===== src/rtl/fifo_arb_pkg.sv =====
// Shared constants for the FIFO write-port arbiter.
// Default sizing for producers, data and FIFO depth, plus derived widths.
package fifo_arb_pkg;
  localparam int NUM_REQ    = 4;
  localparam int DATA_W     = 8;
  localparam int FIFO_DEPTH = 8;
  localparam int CNT_W      = 4;                  // width of the FIFO occupancy input
  localparam int PTR_W      = $clog2(NUM_REQ);    // round-robin pointer width
  localparam int STAT_W     = 16;                 // per-producer transfer counter width
endpackage


===== src/rtl/rr_pick.sv =====
// Combinational rotating-priority encoder.
// Searches from (i_last_ptr+1) mod NUM_REQ upward, wrapping, and returns the
// first requesting index as a one-hot pick plus its binary index.
module rr_pick #(
  parameter int NUM_REQ = 4,
  parameter int PTR_W   = 2
) (
  input  logic [NUM_REQ-1:0] i_req,
  input  logic [PTR_W-1:0]   i_last_ptr,
  output logic [NUM_REQ-1:0] o_pick,
  output logic [PTR_W-1:0]   o_idx
);
  import fifo_arb_pkg::*;

  logic             w_found;
  logic [PTR_W-1:0] w_cand;

  // Walk the NUM_REQ positions after the last winner; the first requester wins.
  always_comb begin
    o_pick  = '0;
    o_idx   = '0;
    w_found = 1'b0;
    w_cand  = '0;
    for (int k = 1; k <= NUM_REQ; k++) begin
      if (int'(i_last_ptr) + k >= NUM_REQ) begin
        w_cand = PTR_W'(int'(i_last_ptr) + k - NUM_REQ);
      end else begin
        w_cand = PTR_W'(int'(i_last_ptr) + k);
      end
      if (!w_found && i_req[w_cand]) begin
        w_found        = 1'b1;
        o_pick[w_cand] = 1'b1;
        o_idx          = w_cand;
      end
    end
  end
endmodule


===== src/rtl/fifo_wr_arbiter.sv =====
// Round-robin arbiter sharing one FIFO write port among NUM_REQ producers.
// Grant is combinational; the FIFO write strobe and data are registered one
// cycle after the transfer. A write already in flight reserves one FIFO slot,
// so the FIFO can never be overrun.
// Optional feature: define FIFO_ARB_STATS_EN to add gnt_cnt, a set of
// saturating 16-bit per-producer transfer counters.
module fifo_wr_arbiter #(
  parameter int NUM_REQ    = fifo_arb_pkg::NUM_REQ,
  parameter int DATA_W     = fifo_arb_pkg::DATA_W,
  parameter int FIFO_DEPTH = fifo_arb_pkg::FIFO_DEPTH
) (
  input  logic                       clk,
  input  logic                       rst,
  input  logic [NUM_REQ-1:0]         req,
  input  logic [NUM_REQ*DATA_W-1:0]  req_data,
  output logic [NUM_REQ-1:0]         gnt,
  input  logic                       arb_en,
  input  logic                       buf_full,
  input  logic [fifo_arb_pkg::CNT_W-1:0] fifo_counter,
  output logic                       wr_en,
  output logic [DATA_W-1:0]          buf_in,
  output logic                       busy
`ifdef FIFO_ARB_STATS_EN
  ,
  output logic [NUM_REQ*fifo_arb_pkg::STAT_W-1:0] gnt_cnt
`endif
);
  import fifo_arb_pkg::*;

  localparam int LP_PTR_W = (NUM_REQ > 1) ? $clog2(NUM_REQ) : 1;

  logic [LP_PTR_W-1:0] r_last_ptr;
  logic                r_wr_en;
  logic [DATA_W-1:0]   r_buf_in;
  logic                r_busy;

  logic [NUM_REQ-1:0]  w_pick;
  logic [LP_PTR_W-1:0] w_idx;
  logic [CNT_W:0]      w_occ;
  logic                w_space;
  logic                w_xfer;
  logic [DATA_W-1:0]   w_slot [NUM_REQ];

  // Unpack the producer data bus into per-producer slots.
  genvar gi;
  generate
    for (gi = 0; gi < NUM_REQ; gi++) begin : g_slot
      assign w_slot[gi] = req_data[gi*DATA_W +: DATA_W];
    end
  endgenerate

  rr_pick #(
    .NUM_REQ (NUM_REQ),
    .PTR_W   (LP_PTR_W)
  ) u_rr_pick (
    .i_req      (req),
    .i_last_ptr (r_last_ptr),
    .o_pick     (w_pick),
    .o_idx      (w_idx)
  );

  // Occupancy including the write already registered but not yet seen by the FIFO.
  assign w_occ   = {1'b0, fifo_counter} + {{CNT_W{1'b0}}, r_wr_en};
  assign w_space = arb_en & ~buf_full & (w_occ < (CNT_W+1)'(FIFO_DEPTH));
  assign gnt     = (w_space && !rst) ? w_pick : '0;
  assign w_xfer  = |gnt;   // gnt only ever sets bits that are also requesting

  // Register the FIFO write, pointer update on transfer, and busy flag.
  always_ff @(posedge clk) begin
    if (rst) begin
      r_wr_en    <= 1'b0;
      r_buf_in   <= '0;
      r_busy     <= 1'b0;
      r_last_ptr <= LP_PTR_W'(NUM_REQ - 1);
    end else begin
      r_wr_en <= w_xfer;
      r_busy  <= |req;
      if (w_xfer) begin
        r_buf_in   <= w_slot[w_idx];
        r_last_ptr <= w_idx;
      end
    end
  end

  assign wr_en  = r_wr_en;
  assign buf_in = r_buf_in;
  assign busy   = r_busy;

`ifdef FIFO_ARB_STATS_EN
  generate
    for (gi = 0; gi < NUM_REQ; gi++) begin : g_stat
      logic [STAT_W-1:0] r_cnt;
      // Count this producer's transfers, sticking at all-ones.
      always_ff @(posedge clk) begin
        if (rst) begin
          r_cnt <= '0;
        end else if (gnt[gi] && (r_cnt != {STAT_W{1'b1}})) begin
          r_cnt <= r_cnt + 1'b1;
        end
      end
      assign gnt_cnt[gi*STAT_W +: STAT_W] = r_cnt;
    end
  endgenerate
`endif
endmodule


===== config.mk =====
export PLATFORM = sky130hd
export DESIGN_NAME = fifo_wr_arbiter
export DESIGN_NICKNAME = d
export VERILOG_FILES = /design/src/rtl/fifo_arb_pkg.sv /design/src/rtl/rr_pick.sv /design/src/rtl/fifo_wr_arbiter.sv
export SDC_FILE = /design/constraint.sdc
export NUM_CORES = 1
export LEC_CHECK = 0
export ABC_AREA = 1
export BUFFER_PORTS_ARGS = -buffer_cell sky130_fd_sc_hd__clkbuf_2
export CAP_MARGIN = 0
export CORE_ASPECT_RATIO = 1.5
export CORE_MARGIN = 10
export CORE_UTILIZATION = 40
export CTS_CLUSTER_SIZE = 40
export DETAILED_ROUTE_END_ITERATION = 10
export PLACE_DENSITY_LB_ADDON = 0.15
export SLEW_MARGIN = 15
export SYNTH_ARGS = -nofsm -noshare
export SYNTH_HDL_FRONTEND = slang
export SYNTH_SLANG_ARGS = --single-unit

===== constraint.sdc =====
create_clock -name clk -period 2.6 [get_ports clk]
set_clock_uncertainty 0.1 [all_clocks]
set_input_delay 0.39 -clock clk [delete_from_list [all_inputs] [get_ports clk]]
set_output_delay 0.39 -clock clk [all_outputs]
set_load 0.05 [all_outputs]

== Word level (Yosys, flattened, before mapping) ==
Cells that the tools add are included.

* Register bits: 12
* Bits of input ports: 44
* Output and inout port bits: 14

* Add/subtract/negate cells: 9
* Order comparisons: 14
* Mux-type cells: 35
* Bitwise logic cells: 7
* Reductions and logical operators: 14

{| class="wikitable"
|+ Operator list
! cell !! count
|-
| $mux 4 || 5
|-
| $bmux 8 s2 || 1
|-
| $mux 2 || 8
|-
| $mux 8 || 2
|-
| $ge 3x3->1 const B || 4
|-
| $lt 2x3->1 const B || 4
|-
| $or 4x4->4 || 3
|-
| $mux 1 || 11
|-
| $bmux 1 s2 || 4
|-
| $demux 1 s2 || 4
|-
| $ge 2x1->1 const B || 4
|-
| $logic_and 1x1->1 || 8
|-
| $reduce_or 4->1 || 2
|-
| $sub 2x1->2 const B || 4
|-
| $add 2x2->3 const B || 2
|-
| $add 4x1->5 || 1
|-
| $lt 5x4->1 const B || 1
|-
| $add 2x3->4 const B || 1
|-
| $ge 4x3->1 const B || 1
|-
| $logic_not 1->1 || 4
|-
| $add 2x1->3 const B || 1
|-
| $not 2->3 || 1
|-
| $and 1x1->1 || 2
|-
| $not 1->1 || 1
|}

== Logic depth before layout (Yosys ltp) ==
Gate-level depths: netlist of the first run.

* Depth after elaboration: 19
* Depth in mapped cells: 18
* Gate-level depth less buffers: 16

== Cells and area by module ==
A second synthesis of the first run with hierarchy kept.

* Cell total of the unflattened synthesis: 215
* Area total of the unflattened synthesis: 1373.8 µm²

{| class="wikitable"
|+ Modules (own cells, without submodules)
! module !! times used !! cells each !! area an instance (µm²) !! sequential area each (µm²)
|-
| fifo_wr_arbiter || 1 || 140 || 899.6 || 240.2
|-
| rr_pick || 1 || 75 || 474.2 || 0.0
|}

== Worst setup path before layout of the first run ==
No wires, ideal clock.

* Path kind: register to output
* Start point: register r_last_ptr[1]
* End point: output gnt[0]
* Data arrival time: 2026 ps
* Setup slack: 84 ps
* Stages on the path, launching flop included: 12
* Path buffers: 1
* Cells stage by stage: dfxtp_1 inv_1 ha_1 inv_1 nand3_2 nand2_4 nor2_4 buf_6 nand4_1 nand3_1 nand2_1 inv_1

* Longest elaborated chain between the ends: 16
* Elaborated cells between the ends (all ways): 61
* Classes of those cells: 8 x add/sub; 12 x order compare; 28 x mux; 3 x bitwise; 10 x reduce/logical

{| class="wikitable"
|+ Ends and longest elaborated chain
! item !! RTL line !! RTL
|-
| start: declaration || fifo_wr_arbiter.sv:32 || <nowiki>logic [LP_PTR_W-1:0] r_last_ptr;</nowiki>
|-
| start signal: assignment || fifo_wr_arbiter.sv:74 || <nowiki>r_last_ptr <= LP_PTR_W'(NUM_REQ - 1);</nowiki>
|-
| start signal: assignment || fifo_wr_arbiter.sv:80 || <nowiki>r_last_ptr <= w_idx;</nowiki>
|-
| parallel branches: the longest is 14 deep, another holds $add 2x1->3 || - ||
|-
| $mux 4 (*) || rr_pick.sv:30 || <nowiki>if (!w_found && i_req[w_cand]) begin</nowiki>
|-
| $mux 4 (*) || fifo_wr_arbiter.sv:65 || <nowiki>assign gnt = (w_space && !rst) ? w_pick : '0;</nowiki>
|-
| end: declaration || fifo_wr_arbiter.sv:16 || <nowiki>output logic [NUM_REQ-1:0] gnt,</nowiki>
|}

Every way passes the cells marked *. The select of a mux whose other input is x is not followed.

== Worst setup path in the final report of the first run ==
* Start point: register r_last_ptr[0]
* End point: output gnt[2]

The elaborated chain is that of the path after synthesis.

==> results of run 1 <==
[worst reg2reg max path, cell delays in order (launching register included)]
cell and delay, ns:
dfxtp_2 0.37, inv_6 0.06, ha_4 0.26, inv_2 0.07
nand3_2 0.13, nand2_4 0.16, nor2_4 0.07, buf_4 0.15
nand2_1 0.12, nor2_1 0.08, nor2_4 0.20, inv_2 0.11
nand2_1 0.08, nand2_1 0.06, nor2_1 0.10, nor2_1 0.05
[power groups by stage]
stage	registers [uW]	logic (uW)	clock network (uW)
after floorplan	259	376	0
after global placement	212	544	0
after detailed placement	212	546	0
after CTS	209	553	215
after global routing	210	650	223
final	208	576	210
[flip-flops by register name, indices dropped and copies added (netlist names)]
signal      count
buf_in          8
busy            1
r_last_ptr      2
wr_en           1
[cells in the mapped netlist, drive strengths merged]
| master | instances |
|---|---|
| a21boi | 4 |
| a21oi | 3 |
| a41oi | 2 |
| buf | 6 |
| clkinv | 1 |
| dfxtp | 12 |
| ha | 8 |
| inv | 21 |
| nand2 | 112 |
| nand3 | 32 |
| nand3b | 1 |
| nand4 | 6 |
| nor2 | 22 |
| o21ai | 1 |
[stage by stage]
| step | cells | util |
|---|---|---|
| finish | 333 | 0.5717 |
| global route | 333 | 0.5717 |
| CTS | 332 | 0.5584 |
| detailed placement | 327 | 0.5386 |
| global placement | 327 | 0.5386 |
| floorplan | 231 | - |
[final cells by class]
class                      instances  area [um2]  area share
multi-input combinational        192        1013      0.5503
timing repair buffer              63       394.1      0.2140
sequential                        12       241.5      0.1311
inverter                          22       87.58     0.04755
clock buffer                       4       55.05     0.02989
tap                               40       50.05     0.02717
[logic make-up after synthesis]
logic type,count (synthesis),share of synthesized area
AND/OR/NAND/NOR,173,0.5928
buffers and inverters,28,0.1075
flip-flops,12,0.1765
AO/OA/AOI/OAI,10,0.04963
adder cells (fa/ha/maj),8,0.07353
[what timing repair did]
action,CTS,global route
buffers inserted,1,0
endpoints found under the setup margin,4,12
gates resized for setup,1,13
cloned,0,1
pin swaps,1,2
[worst paths after layout]
kind                                  end  slack [ns]     startpoint
worst max-delay path               gnt[2]        0.17  r_last_ptr[0]
worst min-delay path                 busy        0.36            rst
worst max register to register  buf_in[3]        0.33  r_last_ptr[0]
worst min register to register  buf_in[5]        0.41      buf_in[5]
[layer usage]
metal / up-vias / routed length [um] / GRT usage
met5: - / 0 / 0
met4: 0 / 149 / 0.07388
met3: 8 / 231 / 0.02583
met2: 56 / 2338 / 0.2626
met1: 677 / 1519 / 0.1397
li1: 854 / - / -
[cells in the final DEF, fill, tap and decap left out, types with 3 or more instances in the layout]
| master | count |
|---|---|
| nand2_1 | 101 |
| clkbuf_2 | 53 |
| nand3_1 | 30 |
| nor2_1 | 18 |
| inv_1 | 14 |
| dfxtp_1 | 11 |
| nand2_2 | 8 |
| ha_1 | 7 |
| inv_2 | 6 |
| nand4_1 | 5 |
| buf_4 | 5 |
| nor2_4 | 4 |
| clkbuf_8 | 4 |
| buf_12 | 4 |
| nand2_4 | 3 |
| a21boi_0 | 3 |
| a21oi_1 | 3 |
==> impl_metrics.json, run 1 <==
{
  "grt_first_pass_wirelength_um": 7169,
  "seqPwrFrac": 0.210,
  "cts-root-buf": "clkbuf_8",
  "cts_hold_buf": 0,
  "hpwl_um": 3514,
  "grt_pass1_vias": 1655,
  "cp-start-kind": "flip-flop",
  "path_clk_slew_ns": 0.06,
  "cpMaxStageDelayCell": "dfxtp_2",
  "n_antenna_cell": 0,
  "die_y_um": 91.45,
  "cp_max_fo": 9,
  "post_drt_wl_per_cell_um": 12.73,
  "p_clk_frac": 0.212,
  "path_buf_inv": 4,
  "slew_violations": 0,
  "via_per_inst": 4.790,
  "crit_type": "reg2out",
  "io_pins": 58,
  "whs_path_depth": 2,
  "grt_max_degree": 19,
  "irDropWorstVdd_v": 0.0003550,
  "tightestPinTransition_ns": 0.4396,
  "cts_buffer_depth": 2,
  "rows": 25,
  "hold_class": "in2reg",
  "crit_path_end_kind": "output port",
  "crit_arrival_ns": 1.94,
  "syn_area_mm2": 0.001361,
  "syn_inst": 231,
  "core-area_mm2": 0.003222,
  "dieArea_mm2": 0.006185,
  "finalCriticalPeriod_ns": 2.428,
  "maxSlewHeadroom": 0.7031,
  "power.total_uw": 994.7,
  "crit_chain": "inv_6 -> ha_4 -> inv_2 -> nand3_2 -> nand2_4 -> nor2_4 -> a21oi_1 -> nand3_1 -> nand2_2 -> inv_1 -> buf_12",
  "cts_max_level": 1,
  "cp_data_required_time_ns": 2.11,
  "pre_cts_slack_ns": 0.1168,
  "layout_setup_ws_ns": 0.1722,
  "fin_crit_sh": 0.9338,
  "final_area_mm2": 0.001842,
  "crit_path_max_incr_delay_ns": 0.37,
  "num_vias": 1595,
  "grt_setup_unrepaired": "false",
  "clock_sinks": 12,
  "p_sw_uw": 467.1,
  "p_per_area_mw_per_mm2": 540.1,
  "drtAntennaViolNets": 0,
  "grt_usage": 0.1420,
  "syn_area_per_cell_um2": 5.893,
  "drc": 0,
  "globalRouteOverflowTotal": 0,
  "outcome": "finished, final reports clean",
  "finalNetCount": 346,
  "cts_made_buffers": 3,
  "drt_iter0_drc": 92,
  "sw_frac_of_total": 0.4695,
  "cts_tree": "built",
  "setup_viol": 0,
  "yosysTopAreaCellShare": 0.2840,
  "syn2layout_area_growth_pct": 35.29,
  "max_freq_ghz": 0.4119,
  "synth.top_cells.by_area": "nand2_1 28%, dfxtp_1 18%, nand3_1 11%",
  "drv_cap": 0,
  "fin_setup_tns_ns": 0,
  "cpLargestDelayFamily": "simple AND/OR/NAND/NOR gates",
  "first_pass_iters": 4,
  "drt-total-wl_um": 4238,
  "synth_top_area_cell": "nand2_1",
  "insertion_delay_ns": 0.24,
  "p_int_uw": 527.7,
  "r2r_cells": 15,
  "hold_ws_ns": 0.3563,
  "initial_core_util": 0.4225,
  "layout-drive-gt1-share": 0.3242,
  "yosys_warnings": 0,
  "cp_num_cells": 11,
  "place_area_mm2": 0.001735,
  "fillers": 335,
  "leakage_uw": 0.001092,
  "antenna_found_initial": 0,
  "synth_cell_types": 26,
  "hold_violations": 0,
  "port_buffers": 57,
  "synth_nets": 283,
  "ys_ff_latch": 12,
  "comb_power_share": 0.579,
  "die_w_um": 67.63,
  "ys_seq_area_frac": 0.1765,
  "gp_routability_congestion": 0.8387
}
Note: power is estimated with default switching activity, not from simulation.
==> run 2: changes to the inputs <==
CORE_ASPECT_RATIO = not set   (was 1.5)
REMOVE_ABC_BUFFERS = 1   (was not set)
==> run 2 against run 1 <==
Clock power decreased by 45%; die area decreased by 0.78%; register-to-register slack got worse by 0.08 ns; combinational power decreased by 2%; worst hold slack got worse by 0.087 ns; count of clock-buffer cells in the layout decreased by 1; fmax decreased by 2.3%; critical path type unchanged; largest power group unchanged.
==> impl_metrics.json, run 2 (synthesized netlist as in run 1, its figures left out) <==
{
  "drc": 0,
  "fin_crit_sh": 0.9555,
  "place_area_mm2": 0.001735,
  "layout_commonest_cell": "nand2_1",
  "via_per_inst": 4.760,
  "largest_register_ffs": 8,
  "outcome": "finished, final reports clean",
  "setup_viol": 0,
  "path_clk_slew_ns": 0.08,
  "cts_buffer_depth": 2,
  "die_y_um": 78.34,
  "pre_cts_slack_ns": 0.06641,
  "crit_type": "reg2out",
  "globalRouteOverflowTotal": 0,
  "final_area_mm2": 0.001822,
  "grt_pass1_vias": 1597,
  "finalNetCount": 346,
  "io_pins": 58,
  "cp-start-kind": "flip-flop",
  "final_core_util": 0.5503,
  "crit_path_end_kind": "output port",
  "drv_cap": 0,
  "hold_class": "in2reg",
  "layout-drive-gt1-share": 0.3116,
  "hpwl_um": 3271,
  "cts-root-buf": "clkbuf_4",
  "grt_max_degree": 19,
  "irDropWorstVdd_v": 0.0001913,
  "dieArea_mm2": 0.006136,
  "cpMaxStageDelayCell": "dfxtp_2",
  "p_per_area_mw_per_mm2": 488.8,
  "grt_setup_unrepaired": "false",
  "fin_setup_tns_ns": 0,
  "n_antenna_cell": 0,
  "first_pass_iters": 4,
  "cts_max_level": 1,
  "drt-total-wl_um": 4108,
  "slew_violations": 0,
  "leakage_uw": 0.001084,
  "post_drt_wl_per_cell_um": 12.15,
  "port_buffers": 57,
  "antenna_found_initial": 0,
  "num_vias": 1609,
  "cts_made_buffers": 3,
  "hold_violations": 0,
  "drtAntennaViolNets": 0,
  "grt_first_pass_wirelength_um": 6982,
  "core-area_mm2": 0.003311,
  "clock_sinks": 12,
  "crit_arrival_ns": 1.99,
  "rows": 21,
  "cp_max_fo": 9,
  "cp_data_required_time_ns": 2.11,
  "syn2layout_area_growth_pct": 33.82,
  "insertion_delay_ns": 0.27,
  "die_w_um": 78.34,
  "max_freq_ghz": 0.4025,
  "tightestPinTransition_ns": 0.4213,
  "layout_setup_ws_ns": 0.1157,
  "drt_iter0_drc": 113,
  "initial_core_util": 0.4112,
  "finalCriticalPeriod_ns": 2.484,
  "final_cell_mix": "102 x nand2_1, 53 x clkbuf_2, 30 x nand3_1",
  "power.total_uw": 890.5,
  "crit_chain": "inv_6 -> ha_4 -> inv_2 -> nand3_4 -> nand2_4 -> nor2_4 -> a21boi_0 -> nand3_1 -> nand2_1 -> inv_1 -> buf_12",
  "maxSlewHeadroom": 0.7155,
  "grt_usage": 0.1310,
  "cts_tree": "built",
  "crit_path_max_incr_delay_ns": 0.37,
  "gp_routability_congestion": 0.8741
}
[run 2: cell count changes in the layout (fill, tap and decap cells not counted), sizes merged]
cell,delta
clkbuf,-1
[run 2: power breakdown]
part / switching (uW) / internal, uW
combinational: 378 / 189
clock: 61.6 / 53.6
sequential: 9.06 / 200
total: 448 / 442
[run 2: area by class of cell]
cell class / instances / area, um2
Inverter: 22 / 87.58
Sequential cell: 12 / 241.5
Multi-Input combinational cell: 192 / 1022
Timing Repair Buffer: 63 / 390.4
Tap cell: 46 / 57.56
Fill cell: 358 / 1489
Clock buffer: 3 / 22.52
[run 2: per-stage QoR]
step,hold slack (ns),instances
finish,0.2695,338
global route,0.2559,338
CTS,0.2584,338
detailed placement,0.4017,332
global placement,0.4026,332
floorplan,0.3624,225
[run 2: critical path: cells and delay by family (launching register included)]
| family | cells | cell delay, ns |
|---|---|---|
| buf+inv | 4 | 0.38 |
| simple gates | 5 | 0.53 |
| fa+ha+maj | 1 | 0.26 |
| flops | 1 | 0.37 |
| compound gates | 1 | 0.17 |
[run 2: timing repair]
| item | CTS | global route |
|---|---|---|
| gates cloned | 1 | 0 |
| hold buffers | 0 | 0 |
| endpoints found under the setup margin | 4 | 12 |
| gates resized for setup | 3 | 6 |
| pin swaps | 2 | 1 |
| setup buffers | 2 | 0 |
[run 2: final timing paths]
check / slack (ns) / from / cells past startpoint / to
min: 0.27 / rst / 2 / busy
max reg2reg: 0.25 / r_last_ptr[0] / 16 / buf_in[4]
max: 0.12 / r_last_ptr[0] / 11 / gnt[0]
min reg2reg: 0.41 / buf_in[3] / 4 / buf_in[3]
[run 2: layer usage]
| layer | track usage | part of all wire | vias up |
|---|---|---|---|
| met5 | 0 | 0 | - |
| met4 | 0.03584 | 0.010 | 0 |
| met3 | 0.04442 | 0.081 | 6 |
| met2 | 0.2171 | 0.44 | 50 |
| met1 | 0.1571 | 0.47 | 693 |
| li1 | - | - | 860 |
==> run 3: changes to the inputs <==
BUFFER_PORTS_ARGS = not set   (was -buffer_cell sky130_fd_sc_hd__clkbuf_2)
CORE_MARGIN = 2   (was 10)
DONT_BUFFER_PORTS = 1   (was not set)
==> run 3 against run 2 <==
Clock power up 35%; register-to-register slack better by 0.05 ns; worst hold slack worse by 0.19 ns; largest power group unchanged.
==> impl_metrics.json, run 3 (synthesized netlist as in run 1, its figures left out) <==
{
  "grt_first_pass_wirelength_um": 5920,
  "grt_max_degree": 19,
  "rows": 21,
  "grt_setup_unrepaired": "false",
  "slew_violations": 0,
  "fin_crit_sh": 0.9365,
  "crit_arrival_ns": 1.94,
  "antenna_found_initial": 0,
  "port_buffers": 0,
  "hold_class": "in2reg",
  "wl_met3_um": 222,
  "via_per_inst": 4.861,
  "dieArea_mm2": 0.003886,
  "largest_register_ffs": 8,
  "layout-drive-gt1-share": 0.1901,
  "cts-root-buf": "clkbuf_4",
  "maxSlewHeadroom": 0.6559,
  "wl_met1_um": 1658,
  "cp_data_required_time_ns": 2.11,
  "hold_violations": 0,
  "insertion_delay_ns": 0.28,
  "dp_cells": 281,
  "cts_buffer_depth": 2,
  "max_freq_ghz": 0.4107,
  "path_clk_slew_ns": 0.09,
  "grt_usage": 0.1814,
  "outcome": "finished, final reports clean",
  "final_cell_mix": "100 x nand2_1, 30 x nand3_1, 18 x nor2_1",
  "fin_setup_tns_ns": 0,
  "initial_core_util": 0.4112,
  "cp-start-kind": "flip-flop",
  "first_pass_iters": 4,
  "hold_path_startpoint": "rst",
  "multi_input_area_mm2": 0.001027,
  "setup_viol": 0,
  "cts_made_buffers": 3,
  "io_pins": 58,
  "core-area_mm2": 0.003311,
  "num_vias": 1400,
  "grt_pass1_vias": 1287,
  "drt-total-wl_um": 3408,
  "die_y_um": 62.34,
  "leakage_uw": 0.0008720,
  "gp_routability_congestion": 0.9324,
  "cp-startpoint": "r_last_ptr[0]",
  "cp_max_fo": 9,
  "syn2layout_area_growth_pct": 17.00,
  "drc": 0,
  "post_drt_wl_per_cell_um": 11.83,
  "tightestPinTransition_ns": 0.5155,
  "cts_tree": "built",
  "cts_max_level": 1,
  "drtAntennaViolNets": 0,
  "finalCriticalPeriod_ns": 2.435,
  "globalRouteOverflowTotal": 0,
  "irDropWorstVdd_v": 0.0003398,
  "final_cell_count_no_fill": 288,
  "reg2reg_from": "r_last_ptr[0]",
  "wl_met2_um": 1487,
  "fillers": 361,
  "layout.area.seq_um2": 244.0,
  "n_antenna_cell": 0,
  "die_w_um": 62.34,
  "crit_path_end_kind": "output port",
  "hold_ws_ns": 0.07486,
  "p_per_area_mw_per_mm2": 562.0,
  "layout_commonest_cell": "nand2_1",
  "hpwl_um": 2577,
  "finalNetCount": 295,
  "drv_cap": 0,
  "crit_type": "reg2out",
  "drt_iter0_drc": 50,
  "routed.top_layer": "met4",
  "clock_sinks": 12
}
[run 3: final timing paths]
check / end / slack, ns / cells after the start
max reg2reg: buf_in[6] / 0.30 / 15
min reg2reg: r_last_ptr[1] / 0.54 / 3
min: busy / 0.07 / 1
max: gnt[1] / 0.17 / 10
[run 3: power breakdown]
part / total [uW] / internal [uW] / switching, uW
combinational: 490 / 168 / 322
clock: 155 / 85.1 / 70.3
sequential: 250 / 199 / 50.2
total: 895 / 452 / 443
[run 3: cell type report]
type,instances,area share
Inverter,22,0.05499
Timing Repair Buffer,12,0.08798
Tap cell,46,0.03614
Clock buffer,4,0.02278
Sequential cell,12,0.1532
Multi-Input combinational cell,192,0.6449
[run 3: layer usage]
metal | GRT usage | up-vias
li1 | - | 753
met1 | 0.2528 | 592
met2 | 0.2989 | 51
met3 | 0.03986 | 4
met4 | 0.01667 | 0
met5 | 0 | -
[run 3: metrics by stage]
stage / util / power (uW) / instance area (um2) / setup slack (ns)
after CTS: 0.4683 / 873.0 / 1550 / 0.09573
after detailed placement: 0.4486 / 703.3 / 1485 / 0.1454
final: 0.4811 / 895.1 / 1593 / 0.1652
after global routing: 0.4811 / 986.6 / 1593 / 0.006687
after floorplan: - / 601.9 / 1303 / -0.01381
after global placement: 0.4486 / 706.0 / 1485 / 0.1586
[run 3: worst max-delay path: stages, from the launching register on]
cell and delay (ns):
dfxtp_4 0.38, inv_6 0.05, ha_4 0.25, inv_2 0.09, nand3_4 0.10, a21boi_0 0.28
a21oi_2 0.05, nand3_1 0.11, nand2_2 0.08, inv_1 0.12, buf_12 0.14
[run 3: what timing repair did]
item | CTS | global route
pin swaps | 1 | 2
cloned | 0 | 1
hold buffers | 0 | 0
setup endpoints to repair | 4 | 6
resized for setup | 3 | 13
setup buffers | 2 | 0
